## config.mk

```make
export PLATFORM = sky130hd
export DESIGN_NAME = mem_port_arbiter
export DESIGN_NICKNAME = d
export VERILOG_FILES = /design/src/rtl/mem_port_arbiter.sv
export SDC_FILE = /design/constraint.sdc
export NUM_CORES = 1
export LEC_CHECK = 0
export ABC_AREA = 1
export CAP_MARGIN = 20
export CORE_AREA = 2 2 105 107
export CTS_CLUSTER_SIZE = 8
export DETAILED_ROUTE_END_ITERATION = 10
export DIE_AREA = 0 0 107 109
export GPL_ROUTABILITY_DRIVEN = 0
export PLACE_DENSITY = 0.68
export SLEW_MARGIN = 25
export SYNTH_ARGS = -nofsm -noshare
export SYNTH_HDL_FRONTEND = slang
export SYNTH_SLANG_ARGS = --single-unit
```

## constraint.sdc

```tcl
create_clock -name clk -period 2.65 [get_ports clk]
set_clock_uncertainty 0.2 [all_clocks]
set_input_delay 0.3975 -clock clk [delete_from_list [all_inputs] [get_ports clk]]
set_output_delay 0.3975 -clock clk [all_outputs]
set_load 0.02 [all_outputs]
```

## src/rtl/mem_port_arbiter.sv

```systemverilog
// Round-robin arbiter sharing one single-port BRAM between the fetch (IF) and data (D) ports,
// with a READ_LAT-deep tag pipeline that routes each read response back to its issuer.
module mem_port_arbiter #(
    parameter int ADDR_W   = 32,
    parameter int DATA_W   = 32,
    parameter int READ_LAT = 2
) (
    input  logic              clk,
    input  logic              rst,
    input  logic              if_req,
    input  logic [ADDR_W-1:0] if_addr,
    input  logic              if_flush,
    output logic              if_gnt,
    output logic              if_rvalid,
    output logic [DATA_W-1:0] if_rdata,
    input  logic              d_req,
    input  logic              d_we,
    input  logic [ADDR_W-1:0] d_addr,
    input  logic [DATA_W-1:0] d_wdata,
    output logic              d_gnt,
    output logic              d_rvalid,
    output logic [DATA_W-1:0] d_rdata,
    output logic              mem_en,
    output logic              mem_we,
    output logic [ADDR_W-1:0] mem_addr,
    output logic [DATA_W-1:0] mem_wdata,
    input  logic [DATA_W-1:0] mem_rdata
);

    typedef enum logic {
        OWN_IF = 1'b0,
        OWN_D  = 1'b1
    } owner_e;

    owner_e              last_owner_q, last_owner_d;
    logic [READ_LAT-1:0] vld_q, vld_d;
    logic [READ_LAT-1:0] own_q, own_d;   // per-stage owner, 1 = D

    always_comb begin
        if_gnt = 1'b0;
        d_gnt  = 1'b0;
        if (!rst) begin
            if (if_req && d_req) begin
                if (last_owner_q == OWN_IF) d_gnt  = 1'b1;
                else                        if_gnt = 1'b1;
            end else begin
                if_gnt = if_req;
                d_gnt  = d_req;
            end
        end
    end

    always_comb begin
        mem_en    = if_gnt | d_gnt;
        mem_we    = d_gnt & d_we;
        mem_addr  = '0;
        mem_wdata = '0;
        if (d_gnt) begin
            mem_addr  = d_addr;
            mem_wdata = d_wdata;
        end else if (if_gnt) begin
            mem_addr  = if_addr;
        end
    end

    always_comb begin
        last_owner_d = last_owner_q;
        if (d_gnt)       last_owner_d = OWN_D;
        else if (if_gnt) last_owner_d = OWN_IF;

        vld_d    = '0;
        own_d    = '0;
        vld_d[0] = mem_en & ~mem_we;
        own_d[0] = d_gnt;
        // Flush only kills tags already in flight; the stage-0 entry loaded this cycle survives.
        for (int unsigned i = 1; i < READ_LAT; i++) begin
            vld_d[i] = vld_q[i-1] & ~(if_flush & ~own_q[i-1]);
            own_d[i] = own_q[i-1];
        end
    end

    always_ff @(posedge clk) begin
        if (rst) begin
            last_owner_q <= OWN_IF;
            vld_q        <= '0;
            own_q        <= '0;
        end else begin
            last_owner_q <= last_owner_d;
            vld_q        <= vld_d;
            own_q        <= own_d;
        end
    end

    always_comb begin
        if_rvalid = vld_q[READ_LAT-1] & ~own_q[READ_LAT-1];
        d_rvalid  = vld_q[READ_LAT-1] &  own_q[READ_LAT-1];
        if_rdata  = if_rvalid ? mem_rdata : '0;
        d_rdata   = d_rvalid  ? mem_rdata : '0;
    end

endmodule

```

==> run metrics, run 1 <==
Worst-Skew Late Latency 0.22 ns; leading cell type by number of instances after synthesis nor2_1; Seq/Total Area, Yosys approximately 6.8%; root buf cell clkbuf_8; max_slew headroom between 70% and 80%; Final Total Pwr 0.8129 mW; DR pass1 iterations 4; CP Cell Sequence clkdlybuf4s50_1 > inv_2 > nand3_2 > nor2_1 > clkdlybuf4s50_1; die area roughly 0.012 sq mm; Hold Vio Cnt, Final 0; final antenna-violating net count 0; critical path class in -> out; count of different cell masters after synthesis 15; crit path DAT 1.99 ns; Net Count, Synth roughly 450; Hold Buf Count CTS 0; Clock Path Buffers 2; Max H-tree Level 1; Syn Std Cell Area 0.001480 sq mm; Layout area overhead 193.7%; Final WS setup 0.06437 ns; initial antenna violation count 0; Rows 38; final core utilization 41.01%; crit path time final 2.586 ns; synthesized area per cell 4.729 sq um; CTS tree built; Required @ worst endpoint 2.05 ns; biggest area consumer among synthesized cells nor2_1; R2R Path Start last_owner_q$_SDFFE_PP0P_; PwrDens 187.0 mW/mm^2; FF-to-FF End vld_q[0]$_SDFF_PP0_; 1st-iter DRT viols 121; final net count 713; WL per Instance 13.21 um; Total Wirelength 9482 um; worst slew pin tran around 0.32 ns; vias per cell 4.164; reg2reg setup slack ~1.3 ns; setup slack at placement -0.1708 ns; # setup viols final 0; final instance area 0.004348 sq mm; Sink Count 5; Seq cells post-synth 5; f_max 386.8 MHz; status completed; startpoint types input pin; vias 2990; period utilization 97.57%; Buf/Inv on CP 3; Post-synth ARST share 0%; Synth top cells by count 98 x nor2_1, 74 x inv_1, 36 x nand2_1, 33 x nand4_1, 27 x nand3_1; HPWL after detailed placement 8430 um; CTS Buf Count 3; diodes inserted 0; Post-DP Area 0.004372 sq mm; Slew Limit Fails 0; r2r worst-path depth 6; crit-path most repeated cell clkdlybuf4s50_1; hold-critical path depth 2; Top FF cell, synth dfxtp_1; I/O pin cnt 268; Post-CTS Setup Bufs 0; worst IR drop on VDD 0.1160 mV; largest net degree at the start of global routing 34; Chip Width between 100 and 150 um; max capacitance violation total 0; min-delay src own_q[0]$_SDFF_PP0_; fraction of layout cells with a size suffix above 1 5.882%; largest cells by area after synthesis nor2_1 25%, inv_1 19%, nand4_1 14%, nand2_1 9.1%, nand3_1 9.1%; Initial Util 13.96%; Worst-path clk slew 0.04 ns; Die Height around 110 um; unrepaired setup endpoints after global routing no; Post-synth EDFFs 0; static leakage between 2 and 2.5 nW; post-cts repair resize count 69; GRT overflow 0; share of the synthesized area in the top cell type 24.85%; Hold WC Path Type reg -> reg; vias in the first global route 2815; Core Region 0.01060 sq mm; Crit path largest cell delay roughly 0.64 ns; Ys Warns 0; synthesized instance count 313; crit path max-delay cell type clkdlybuf4s50_1; CP top delay family buffers and inverters; GRT Resource Usage Total 14.81%; crit-path max FO 3; Port Buffers 267; DRC viols 0; first-pass GRT wire length ~13000 um; hold path endpoint own_q[1]$_SDFF_PP0_; Crit. End Element output port
layout by cell type (no fill, tap or decap), drive strengths merged:
cell type      synthesis  routed
nand3                 33      33
nand4                 33      33
clkbuf                 1       4
inv                   76      76
dlymetal6s2s           0       1
clkdlybuf4s50          0     200
and2                   1       1
dlygate4sd2            0      66
nor2                  99      99
buf                   24      19
dfxtp                  5       5
nand2                 38      38
a21oi                  3       3
metrics by stage:
stage	instances	hold slack, ns	setup TNS [ns]
2_1_floorplan	313	0.2059	0
3_3_place_gp	714	0.2266	-1.575
3_5_place_dp	714	0.2292	-2.312
4_1_cts	718	0.2359	0
5_1_grt	718	0.2690	0
6_report	718	0.2307	0
logic make-up after synthesis:
kind of cell | after synthesis | share of synthesized area (%)
AND/OR/NAND/NOR | 204 | 62.89
buffers and inverters | 101 | 29.33
flip-flops | 5 | 6.763
AO/OA/AOI/OAI | 3 | 1.014
metal layers:
layer / track usage, % / vias up / share of wire [%]
met5: 0 / - / 0
li1: - / 1474 / -
met2: 30.85 / 188 / 54
met1: 13.27 / 1316 / 33
met3: 5.678 / 12 / 12
met4: 3.340 / 0 / 1.4
power breakdown:
part           internal, mW  total (mW)  switching, mW
sequential           0.0803      0.0822        0.00190
combinational         0.315       0.590          0.274
clock                 0.103       0.141         0.0378
total                 0.499       0.813          0.314
tightest hold or removal path, delay by kind of cell, from the launching register on:
family / cells / cell delay, ns
buf+inv: 1 / 0.06
simple gates: 1 / 0.04
flops: 1 / 0.29
final cells by class:
| type | count | area, sq um |
|---|---|---|
| Timing Repair Buffer | 286 | 2796 |
| Sequential cell | 5 | 100.1 |
| Tap cell | 140 | 175.2 |
| Clock buffer | 4 | 45.04 |
| Multi-Input combinational cell | 207 | 945.9 |
| Inverter | 76 | 285.3 |
| Fill cell | 1136 | 6255 |
how the worst max path moves through the flow:
stage | start | to | cells past startpoint
after global routing | rst | mem_wdata[2] | 5
final | rst | mem_wdata[2] | 5
after floorplan | vld_q[1]$_SDFF_PP0_ | if_rdata[10] | 5
after detailed placement | if_req | mem_we | 6
after CTS | rst | d_gnt | 6
after global placement | if_req | mem_we | 6
state kept, by name (all words and copies together), names as in the netlist:
signal	flops
own_q	2
vld_q	2
last_owner_q	1
No activity file was read; power rests on OpenSTA's default activity.
==> run 2: changes to the inputs <==
--- a/config.mk
+++ b/config.mk
@@ -7,12 +7,14 @@
 export LEC_CHECK = 0
 export ABC_AREA = 1
 export CAP_MARGIN = 20
-export CORE_AREA = 2 2 105 107
+export CELL_PAD_IN_SITES_DETAIL_PLACEMENT = 0
+export CELL_PAD_IN_SITES_GLOBAL_PLACEMENT = 2
+export CORE_MARGIN = 2
+export CORE_UTILIZATION = 10
 export CTS_CLUSTER_SIZE = 8
 export DETAILED_ROUTE_END_ITERATION = 10
-export DIE_AREA = 0 0 107 109
 export GPL_ROUTABILITY_DRIVEN = 0
-export PLACE_DENSITY = 0.68
+export PLACE_DENSITY = 0.95
 export SLEW_MARGIN = 25
 export SYNTH_ARGS = -nofsm -noshare
 export SYNTH_HDL_FRONTEND = slang
==> run metrics, run 2 (synthesis results as in run 1) <==
Final Total Pwr 0.9337 mW (+15%); vias per cell 3.844 (-7.7%); setup slack at placement -0.1390 ns (+0.03178 ns); # setup viols final 0 (unchanged); worst slew pin tran 0.3338 ns (+0.01869 ns); Switching Share 35.38% (-3.2 points); uppermost layer routed met4; Sink Count 5 (unchanged); Regs by FF count own_q (2), vld_q (2), last_owner_q (1); Chip Width 125.7 um (+17%); unrepaired setup endpoints after global routing no; crit-path max FO 33 (+30); vias in the first global route 2998 (+6.5%); f_max 404.6 MHz (+4.6%); WL per Instance 12.89 um (-2.4%); GRT Resource Usage Total 11.72% (-3.1 points); Hold Vio Cnt, Final 0 (unchanged); most frequent cells in the layout 199 x clkdlybuf4s50_1, 98 x nor2_1, 73 x inv_1; Final WS setup 0.1787 ns (+0.1143 ns); Die Height 125.7 um (+15%); HPWL after detailed placement 8088 um (-4.1%); startpoint types input pin; max_slew headroom 77.75% (-1.2 points); Power Internal 0.6033 mW (+21%); Buf/Inv on CP 4 (+1); diodes inserted 0 (unchanged); multi-input logic area 950.9 sq um (+0.53%); first-pass GRT wire length 15070 um (+12%); Worst-Skew Late Latency 0.23 ns (about the same); fillcell total 1581 (+39%); root buf cell clkbuf_16; Slew Limit Fails 0 (unchanged); critical path class in -> out; crit path time final 2.471 ns (-0.1143 ns); Clock Power Share 26.5% (+9.1 points); Layout area overhead 203.1%; met2 wire length 5097 um (+0.41%); CTS Buf Count 3 (unchanged); Core Region 0.01448 sq mm (+37%); static leakage 2.374 nW (+1.3%); Worst-path clk slew 0.03 ns (about the same); Crit. End Element output port; DR pass1 iterations 4 (unchanged); max capacitance violation total 0 (unchanged); final net count 713 (unchanged); Total Wirelength 9824 um (+3.6%); initial antenna violation count 0 (unchanged); Crit path largest cell delay 0.51 ns (-0.13 ns); Initial Util 10.22% (-3.7 points); Post-CTS Setup Bufs 0 (unchanged); sequential cell area 100.1 sq um (unchanged); CP top delay family buffers and inverters; Combinational Power Share 64.6% (-7.9 points); fraction of layout cells with a size suffix above 1 6.228% (+0.35 points); die area 0.01579 sq mm (+35%); setup TNS 0 ns (unchanged); leading cell type in the layout, fill and taps excluded clkdlybuf4s50_1; period utilization 93.26% (-4.3 points); DRC viols 0 (unchanged); Clock Path Buffers 2 (unchanged); final antenna-violating net count 0 (unchanged); crit path max-delay cell type clkdlybuf4s50_1; PwrDens 208.1 mW/mm^2 (+11%); CTS tree built; I/O pin cnt 268 (unchanged); crit path DAT 1.87 ns (-0.12 ns); Switch Pwr 0.3304 mW (+5.3%); Rows 44 (+16%); crit-path most repeated cell buf_12; 1st-iter DRT viols 53 (-56%); CP Cell Sequence clkdlybuf4s50_1 > buf_12 > nand3_2 > buf_12 > nor2_1 > dlygate4sd2_1; Required @ worst endpoint 2.05 ns (about the same); largest net degree at the start of global routing 35 (+2.9%); worst IR drop on VDD 0.1352 mV (+17%); WL met1 3645 um (+15%); Hold WC Path Type reg -> reg; Port Buffers 267 (unchanged); Met3 Wirelength 1050 um (-4.8%); sequential power share 8.9% (-1.2 points); status completed; vias 2929 (-2.0%); GRT overflow 0 (unchanged); Max H-tree Level 1 (unchanged)
[run 2: worst min-delay path, delay by kind of cell, from the launching register on]
family / cells / cell delay [ns]
compound gates: 1 / 0.03
flops: 1 / 0.29
simple gates: 1 / 0.06
[run 2: stage by stage]
step                cells  hold slack [ns]  instance area (sq um)  utilization (%)
floorplan             313           0.2059                   1480                -
global placement      758           0.2172                   4492            31.02
CTS                   762           0.2245                   4487            30.99
finish                762           0.2290                   4487            30.99
detailed placement    758           0.2204                   4492            31.02
global route          762           0.2447                   4487            30.99
[run 2: worst paths after layout]
check	start	endpoint	slack, ns	cells after the start
hold reg to reg	vld_q[0]$_SDFF_PP0_	vld_q[1]$_SDFF_PP0_	0.23	2
setup / recovery	d_req	mem_wdata[4]	0.18	6
setup reg to reg	last_owner_q$_SDFFE_PP0P_	vld_q[0]$_SDFF_PP0_	1.33	6
hold / removal	vld_q[0]$_SDFF_PP0_	vld_q[1]$_SDFF_PP0_	0.23	2
[run 2: metal layers]
metal / vias up / global-route usage (%)
li1: 1471 / -
met1: 1266 / 12.47
met2: 188 / 22.96
met3: 4 / 3.866
met4: 0 / 1.242
met5: - / 0
[run 2: what timing repair did]
action	CTS	global route
hold buffers	0	0
endpoints found under the setup margin	67	5
resized for setup	67	1
[run 2: cell type report]
cell class / instances / area share [%]
Timing Repair Buffer: 286 / 63.33
Multi-Input combinational cell: 207 / 21.19
Inverter: 76 / 6.358
Tap cell: 184 / 5.131
Sequential cell: 5 / 2.231
Clock buffer: 4 / 1.757
[run 2: power groups by stage]
stage	Sequential, mW	Clock (mW)	Combinational, mW
global route	0.0831	0.260	0.651
finish	0.0828	0.248	0.603
detailed placement	0.0839	0	0.651
floorplan	0.0829	0	0.237
CTS	0.0829	0.252	0.613
global placement	0.0839	0	0.650
==> run 3: changes to the inputs <==
--- a/config.mk
+++ b/config.mk
@@ -6,7 +6,6 @@
 export NUM_CORES = 1
 export LEC_CHECK = 0
 export ABC_AREA = 1
-export CAP_MARGIN = 20
 export CELL_PAD_IN_SITES_DETAIL_PLACEMENT = 0
 export CELL_PAD_IN_SITES_GLOBAL_PLACEMENT = 2
 export CORE_MARGIN = 2
==> results of run 3 <==
Final layout, timing and power as in run 2 (identical DEF).
